File: config.mk
export PLATFORM = sky130hd
export DESIGN_NAME = generador_pulso_flat
export DESIGN_NICKNAME = d
export VERILOG_FILES = /design/src/rtl/generador_pulso_pkg.sv /design/src/rtl/generador_pulso_if.sv /design/src/rtl/generador_pulso_contador_descendente.sv /design/src/rtl/generador_pulso.sv /design/src/flat_wrapper.sv
export SDC_FILE = /design/constraint.sdc
export NUM_CORES = 1
export LEC_CHECK = 0
export CORE_MARGIN = 5
export CORE_UTILIZATION = 48
export CTS_CLUSTER_SIZE = 28
export DETAILED_ROUTE_END_ITERATION = 7
export GPL_TIMING_DRIVEN = 0
export PLACE_DENSITY = 0.84
export SLEW_MARGIN = 15
export SYNTH_ARGS = -nofsm -noshare
export SYNTH_HDL_FRONTEND = slang
export SYNTH_SLANG_ARGS = --single-unit
export TNS_END_PERCENT = 5
File: constraint.sdc
create_clock -name clk -period 2 [get_ports clk]
set_input_delay 0.3 -clock clk [delete_from_list [all_inputs] [get_ports clk]]
set_output_delay 0.3 -clock clk [all_outputs]
set_load 0.01 [all_outputs]
File: src/rtl/generador_pulso_pkg.sv
// Shared types and sizing helpers for the one-shot pulse generator.
package generador_pulso_pkg;

  typedef enum logic [1:0] {
    REPOSO = 2'd0,
    ALTO   = 2'd1,
    PAUSA  = 2'd2
  } estado_t;

  localparam int ANCHO_W_DEF  = 8;
  localparam int PEND_MAX_DEF = 3;

  // Width of the queued-trigger counter for a given saturation value.
  function automatic int pend_w(input int pend_max);
    return $clog2(pend_max + 1);
  endfunction

endpackage

File: src/rtl/generador_pulso_if.sv
// Trigger/config inputs and level/status outputs of the pulse generator.
interface generador_pulso_if
  import generador_pulso_pkg::*;
#(
  parameter int ANCHO_W  = ANCHO_W_DEF,
  parameter int PEND_MAX = PEND_MAX_DEF
) ();

  logic                        disparo;
  logic [ANCHO_W-1:0]          ancho;
  logic [ANCHO_W-1:0]          separacion;
  logic                        senal_salida;
  logic                        ocupado;
  logic                        perdido;
  logic [pend_w(PEND_MAX)-1:0] pendientes;

  modport master (
    output disparo, ancho, separacion,
    input  senal_salida, ocupado, perdido, pendientes
  );

  modport slave (
    input  disparo, ancho, separacion,
    output senal_salida, ocupado, perdido, pendientes
  );

endinterface

File: src/rtl/generador_pulso_contador_descendente.sv
// Loadable down-counter; terminal flags the last cycle of a load (count == 1).
module contador_descendente #(
  parameter int W = 8
) (
  input  logic         clk,
  input  logic         rst_n,
  input  logic         carga,
  input  logic [W-1:0] valor,
  output logic         terminal
);

  logic [W-1:0] cuenta;

  // Load wins over decrement; the count parks at zero when idle.
  always_ff @(posedge clk or negedge rst_n) begin
    if (!rst_n)            cuenta <= '0;
    else if (carga)        cuenta <= valor;
    else if (cuenta != '0) cuenta <= cuenta - 1'b1;
  end

  assign terminal = (cuenta == W'(1));

endmodule

File: src/rtl/generador_pulso.sv
// One-shot pulse generator: high for max(ancho,1) cycles, then a separacion
// low gap. Optional trigger queue under GENERADOR_PULSO_COLA_EN.
module generador_pulso
  import generador_pulso_pkg::*;
#(
  parameter int ANCHO_W  = ANCHO_W_DEF,
  parameter int PEND_MAX = PEND_MAX_DEF
) (
  input logic             clk,
  input logic             rst_n,
  generador_pulso_if.slave bus
);

  localparam int PW = pend_w(PEND_MAX);

  estado_t            estado, estado_n;
  logic [ANCHO_W-1:0] valor_carga, ancho_ef;
  logic               carga, terminal;
  logic [PW-1:0]      pend;
  logic               hay_pend, fin, inicio, toma_cola, encola_req, descarta;
  logic               sal_q, perdido_q;

  contador_descendente #(.W(ANCHO_W)) u_cnt (
    .clk      (clk),
    .rst_n    (rst_n),
    .carga    (carga),
    .valor    (valor_carga),
    .terminal (terminal)
  );

  // Start arbitration and next-state decode; queued starts beat a fresh disparo.
  always_comb begin
    hay_pend    = (pend != '0);
    ancho_ef    = (bus.ancho == '0) ? ANCHO_W'(1) : bus.ancho;
    fin         = terminal && ((estado == ALTO && bus.separacion == '0) || estado == PAUSA);
    inicio      = ((estado == REPOSO) || fin) && (bus.disparo || hay_pend);
    toma_cola   = inicio && hay_pend;
    // disparo not consumed as a direct start must go to the queue (or be lost)
    encola_req  = bus.disparo && !(inicio && !hay_pend);
    estado_n    = estado;
    carga       = 1'b0;
    valor_carga = ancho_ef;
    case (estado)
      REPOSO: if (inicio) begin
        estado_n = ALTO;
        carga    = 1'b1;
      end
      ALTO: if (terminal) begin
        if (bus.separacion != '0) begin
          estado_n    = PAUSA;
          carga       = 1'b1;
          valor_carga = bus.separacion;
        end else if (inicio) begin
          carga = 1'b1;
        end else begin
          estado_n = REPOSO;
        end
      end
      PAUSA: if (terminal) begin
        if (inicio) begin
          estado_n = ALTO;
          carga    = 1'b1;
        end else begin
          estado_n = REPOSO;
        end
      end
      default: estado_n = REPOSO;
    endcase
  end

`ifdef GENERADOR_PULSO_COLA_EN
  logic lleno;
  assign lleno    = (pend == PW'(PEND_MAX));
  assign descarta = encola_req && lleno && !toma_cola;

  // Saturating queue count; simultaneous enqueue and dequeue cancel out.
  always_ff @(posedge clk or negedge rst_n) begin
    if (!rst_n) pend <= '0;
    else begin
      case ({encola_req && !descarta, toma_cola})
        2'b10:   pend <= pend + PW'(1);
        2'b01:   pend <= pend - PW'(1);
        default: pend <= pend;
      endcase
    end
  end
`else
  assign pend     = '0;
  assign descarta = encola_req;
`endif

  // State, registered output level and one-cycle loss flag.
  always_ff @(posedge clk or negedge rst_n) begin
    if (!rst_n) begin
      estado    <= REPOSO;
      sal_q     <= 1'b0;
      perdido_q <= 1'b0;
    end else begin
      estado    <= estado_n;
      sal_q     <= (estado_n == ALTO);
      perdido_q <= descarta;
    end
  end

  assign bus.senal_salida = sal_q;
  assign bus.ocupado      = (estado != REPOSO);
  assign bus.perdido      = perdido_q;
  assign bus.pendientes   = pend;

endmodule
File: src/flat_wrapper.sv
// flat-port wrapper written by rule: the top's interface ports become plain ports
module generador_pulso_flat import generador_pulso_pkg::*;
#(
  parameter int ANCHO_W  = ANCHO_W_DEF,
  parameter int PEND_MAX = PEND_MAX_DEF
)
  (clk, rst_n, bus_disparo, bus_ancho, bus_separacion, bus_senal_salida, bus_ocupado, bus_perdido, bus_pendientes);
  generador_pulso_if #(.ANCHO_W(ANCHO_W), .PEND_MAX(PEND_MAX)) bus_i ();
  input logic clk;
  input logic rst_n;
  input wire logic [$bits(bus_i.disparo)-1:0] bus_disparo;
  input wire logic [$bits(bus_i.ancho)-1:0] bus_ancho;
  input wire logic [$bits(bus_i.separacion)-1:0] bus_separacion;
  output wire logic [$bits(bus_i.senal_salida)-1:0] bus_senal_salida;
  output wire logic [$bits(bus_i.ocupado)-1:0] bus_ocupado;
  output wire logic [$bits(bus_i.perdido)-1:0] bus_perdido;
  output wire logic [$bits(bus_i.pendientes)-1:0] bus_pendientes;
  assign bus_i.disparo = bus_disparo;
  assign bus_i.ancho = bus_ancho;
  assign bus_i.separacion = bus_separacion;
  assign bus_senal_salida = bus_i.senal_salida;
  assign bus_ocupado = bus_i.ocupado;
  assign bus_perdido = bus_i.perdido;
  assign bus_pendientes = bus_i.pendientes;
  generador_pulso #(.ANCHO_W(ANCHO_W), .PEND_MAX(PEND_MAX)) u_core (.clk(clk), .rst_n(rst_n), .bus(bus_i));
endmodule
==> metrics.log <==
[metrics] largest net degree at the start of global routing: 13
[metrics] xor/xnor cell area share of the yosys netlist: 0.0363
[metrics] clock sink count: 12
[metrics] number of warnings printed during yosys synthesis: 0
[metrics] launching element type of the critical path: input pin
[metrics] number of slew-limit violations in the final report: 0
[metrics] P_leak: about 0.57 nW
[metrics] IR Drop Worst-Case VDD: 0.000339 V
[metrics] area share of the largest cell type after synthesis: 0.311
[metrics] required time at the worst-slack endpoint: roughly 2200 ps
[metrics] number of library cell types mapped by synthesis: 37
[metrics] Peak Freq: around 530 MHz
[metrics] overall routed net length: 2.23 mm
[metrics] number of buffer cells added on primary ports: 21
[metrics] number of antenna violations at the first check in global routing: 0
[metrics] Critical Path Fanout Max: 8
[metrics] gp weighted congestion: ~0.83
[metrics] endpoint kind of the worst setup timing path: flop
[metrics] number of standard cells after synthesis: around 100
[metrics] highest routed metal layer: met4
[metrics] total power per unit cell area: around 370 nW/um^2
[metrics] Top Ports: 24
[metrics] antenna cells: 0
[metrics] number of maximum-capacitance violations: 0
[metrics] share of flip-flops with an asynchronous set or reset after synthesis: 1.00
[metrics] tightest slew margin relative to the limit: 0.641
[metrics] final count of negative-setup-slack endpoints: 0
[metrics] overall power consumption: approximately 0.00046 W
[metrics] share of the synthesized area in compound gates (AO/OA/AOI/OAI): 0.185
[metrics] core region area: a little under 2000 um^2
[metrics] final-stage net count: 158
[metrics] Layout area overhead: 30.6%
[metrics] FF+latch count, synth: 12
[metrics] number of rows created at floorplan: 16
[metrics] clock tree from TritonCTS: done
[metrics] length of routed met2 wiring: around 1.1 mm
[metrics] largest cells by area after synthesis: dfrtp_1 (31%), ha_1 (9.1%), mux2i_1 (8.3%)
[metrics] shortest clock period the worst path allows after layout: 1880 ps
[metrics] met3 WL: around 190 um
[metrics] count of placed standard cells including taps: between 150 and 200
[metrics] ratio of cells with drive above 1 in the final layout: 0.146
[metrics] startpoint of the worst-slack reg-to-reg timing path: u_core.u_cnt.cuenta[3]
[metrics] ys flop type: dfrtp_1
[metrics] fraction of synthesized area in multiplexers: 0.0946
[metrics] Vias: ~880
[metrics] Hold WC Path Type: in -> async
[metrics] met1 wire length: 900 um
[metrics] Simple-Gate Fraction of Synth Area: 0.228
[metrics] drt via density: 5.58
[metrics] Seq/Total Area, Yosys: 0.311
[metrics] total congestion overflow: 0
[metrics] Clock Path Buffers: 2
[metrics] largest family of logic cells by synthesized area: simple AND/OR/NAND/NOR gates
[metrics] number of enable flip-flop cells after synthesis: 0
[metrics] DIE AREA: 3010 um^2
[metrics] cell at the root of the clock tree: clkbuf_4
[metrics] library cell occupying the most area in the post-synthesis netlist: dfrtp_1
[metrics] share of the clock period used by the worst path: 0.941
[metrics] number of hold-repair buffers added at the cts stage: 0
[metrics] worst setup skew after layout: around 3.6 ps
[metrics] setup TNS: 0 ps
[metrics] Remaining DRCs: 0
[metrics] area of the mapped netlist: about 970 um^2
[metrics] Final Instance Count excl. Fillers: 157
[metrics] first-pass GRT wire length: 3.68 mm
[metrics] worst setup slack for register-to-register paths: 130 ps
[metrics] initial core utilization: 0.497
[metrics] # H-tree levels: 1
[metrics] clock-pin slew on the worst setup and hold paths: approximately 80 ps
[metrics] end of the worst register-to-register path: u_core.u_cnt.cuenta[7]
[metrics] clock insertion delay at the later pin of the skew report: ~270 ps
[metrics] number of DRC markers in iteration 0: 24
[metrics] final number of hold-violating endpoints: 0
[metrics] Die X: about 55 um
[metrics] fin area: about 1300 um^2
[metrics] count of cells along the worst register-to-register path: 6
[metrics] post-synthesis area per instance: roughly 9.5 um^2
[metrics] CP Data Arrival Time: between 2000 and 2500 ps
[metrics] detailed-placement wirelength estimate: 1.76 mm
[metrics] utilization after layout: 0.649
[metrics] vias in the first global route: around 860
[metrics] die height: ~55 um
[metrics] number of buffers created by CTS: 3
[metrics] outcome: finished clean
[metrics] average wire length per cell after detail routing: about 14 um
[metrics] Placed Area: roughly 1200 um^2
[metrics] number of detailed-route iterations in the first pass: 4
[metrics] global-route usage over all layers: 0.168
[metrics] Worst Max-Slew Pin Slew: about 540 ps
[metrics] adder-cell area share of the yosys netlist: 0.0907
[metrics] Worst Path Class, Setup: in -> reg
[metrics] number of antenna-violating nets in the routed design: 0
-- registers in the layout, summed over array words and instances (netlist names) --
| name | cells |
|---|---|
| u_core.bus.perdido | 1 |
| u_core.bus.senal_salida | 1 |
| u_core.estado | 2 |
| u_core.u_cnt.cuenta | 8 |
-- where the power goes --
part	switching, W	total (W)	internal, W
registers	0.000000209	0.000244	0.000243
clock network	0.0000821	0.000152	0.0000697
logic	0.0000243	0.0000665	0.0000423
-- metal layers --
metal	vias up	track usage
li1	426	-
met4	0	0.0415
met5	-	0
met1	404	0.208
met3	2	0.0436
met2	44	0.287
-- cells in the mapped netlist (2+ instances only) --
cell,count
inv_1,6
mux2i_1,8
a22oi_1,7
ha_1,7
nor2_1,6
nor3b_1,2
dfrtp_1,12
nor3_1,4
nand2_1,11
nor4_2,2
buf_4,2
xnor2_1,3
nand3_1,2
a21oi_1,4
o21ai_0,4
-- how the worst max path moves through the flow --
stage	start	cells past startpoint	endpoint	slack (ps)
6_report	bus_separacion[5]	6	u_core.u_cnt.cuenta[3]	120
5_1_grt	u_core.u_cnt.cuenta[3]	6	u_core.u_cnt.cuenta[3]	-30
4_1_cts	u_core.estado[0]	4	bus_ocupado	10
3_5_place_dp	bus_separacion[5]	6	u_core.u_cnt.cuenta[2]	-160
3_3_place_gp	bus_separacion[5]	6	u_core.u_cnt.cuenta[6]	-130
2_1_floorplan	u_core.estado[0]	7	u_core.u_cnt.cuenta[0]	370
-- stage by stage --
| step | hold WS, ps | setup WS [ps] |
|---|---|---|
| after floorplan | 4.41 | 366 |
| after global placement | 579 | -126 |
| after detailed placement | 613 | -164 |
| after CTS | 400 | 9.55 |
| after global routing | 408 | -26.0 |
| final | 372 | 118 |
-- cell usage in the layout, fill, tap and decap left out, types with 2 or more instances in the layout --
cell and n:
inv_1 5, nor3_1 4, buf_4 5, conb_1 2, nand2_1 11, a21oi_1 4
nor3b_1 2, nand3_1 2, nor2_1 6, clkdlybuf4s50_1 20, xnor2_1 3, clkbuf_4 3
dfrtp_1 12, nor4_2 2, o21ai_0 3, ha_1 7, a22oi_1 7, mux2i_1 8
-- logic make-up (layout without fill, tap and decap cells) --
logic type	count (synthesis)	in the layout
simple gates	36	36
compound gates	24	24
flops	12	12
mux	9	9
buf+inv	9	36
fa+ha+maj	7	7
xor+xnor	4	4
other cells	1	2
-- final cells by class --
cell class	instances	area, um^2
Inverter	6	22.5
Buffer	3	26.3
Fill cell	152	681
Multi-Input combinational cell	82	621
Sequential cell	12	300
Timing Repair Buffer	24	235
Tap cell	27	33.8
Clock buffer	3	22.5
-- worst max-delay path: stages --
cell and delay, ps:
clkdlybuf4s50_1 440, nor4_2 340, nand2_1 190, and4_4 230, a21oi_4 310, mux2i_1 250
-- timing repair --
action,in CTS,in global routing
resized for setup,0,3
setup buffers,0,3
setup endpoints to repair,0,9
endpoints found under the hold margin,0,0
Power figures use the tool's default switching activity.
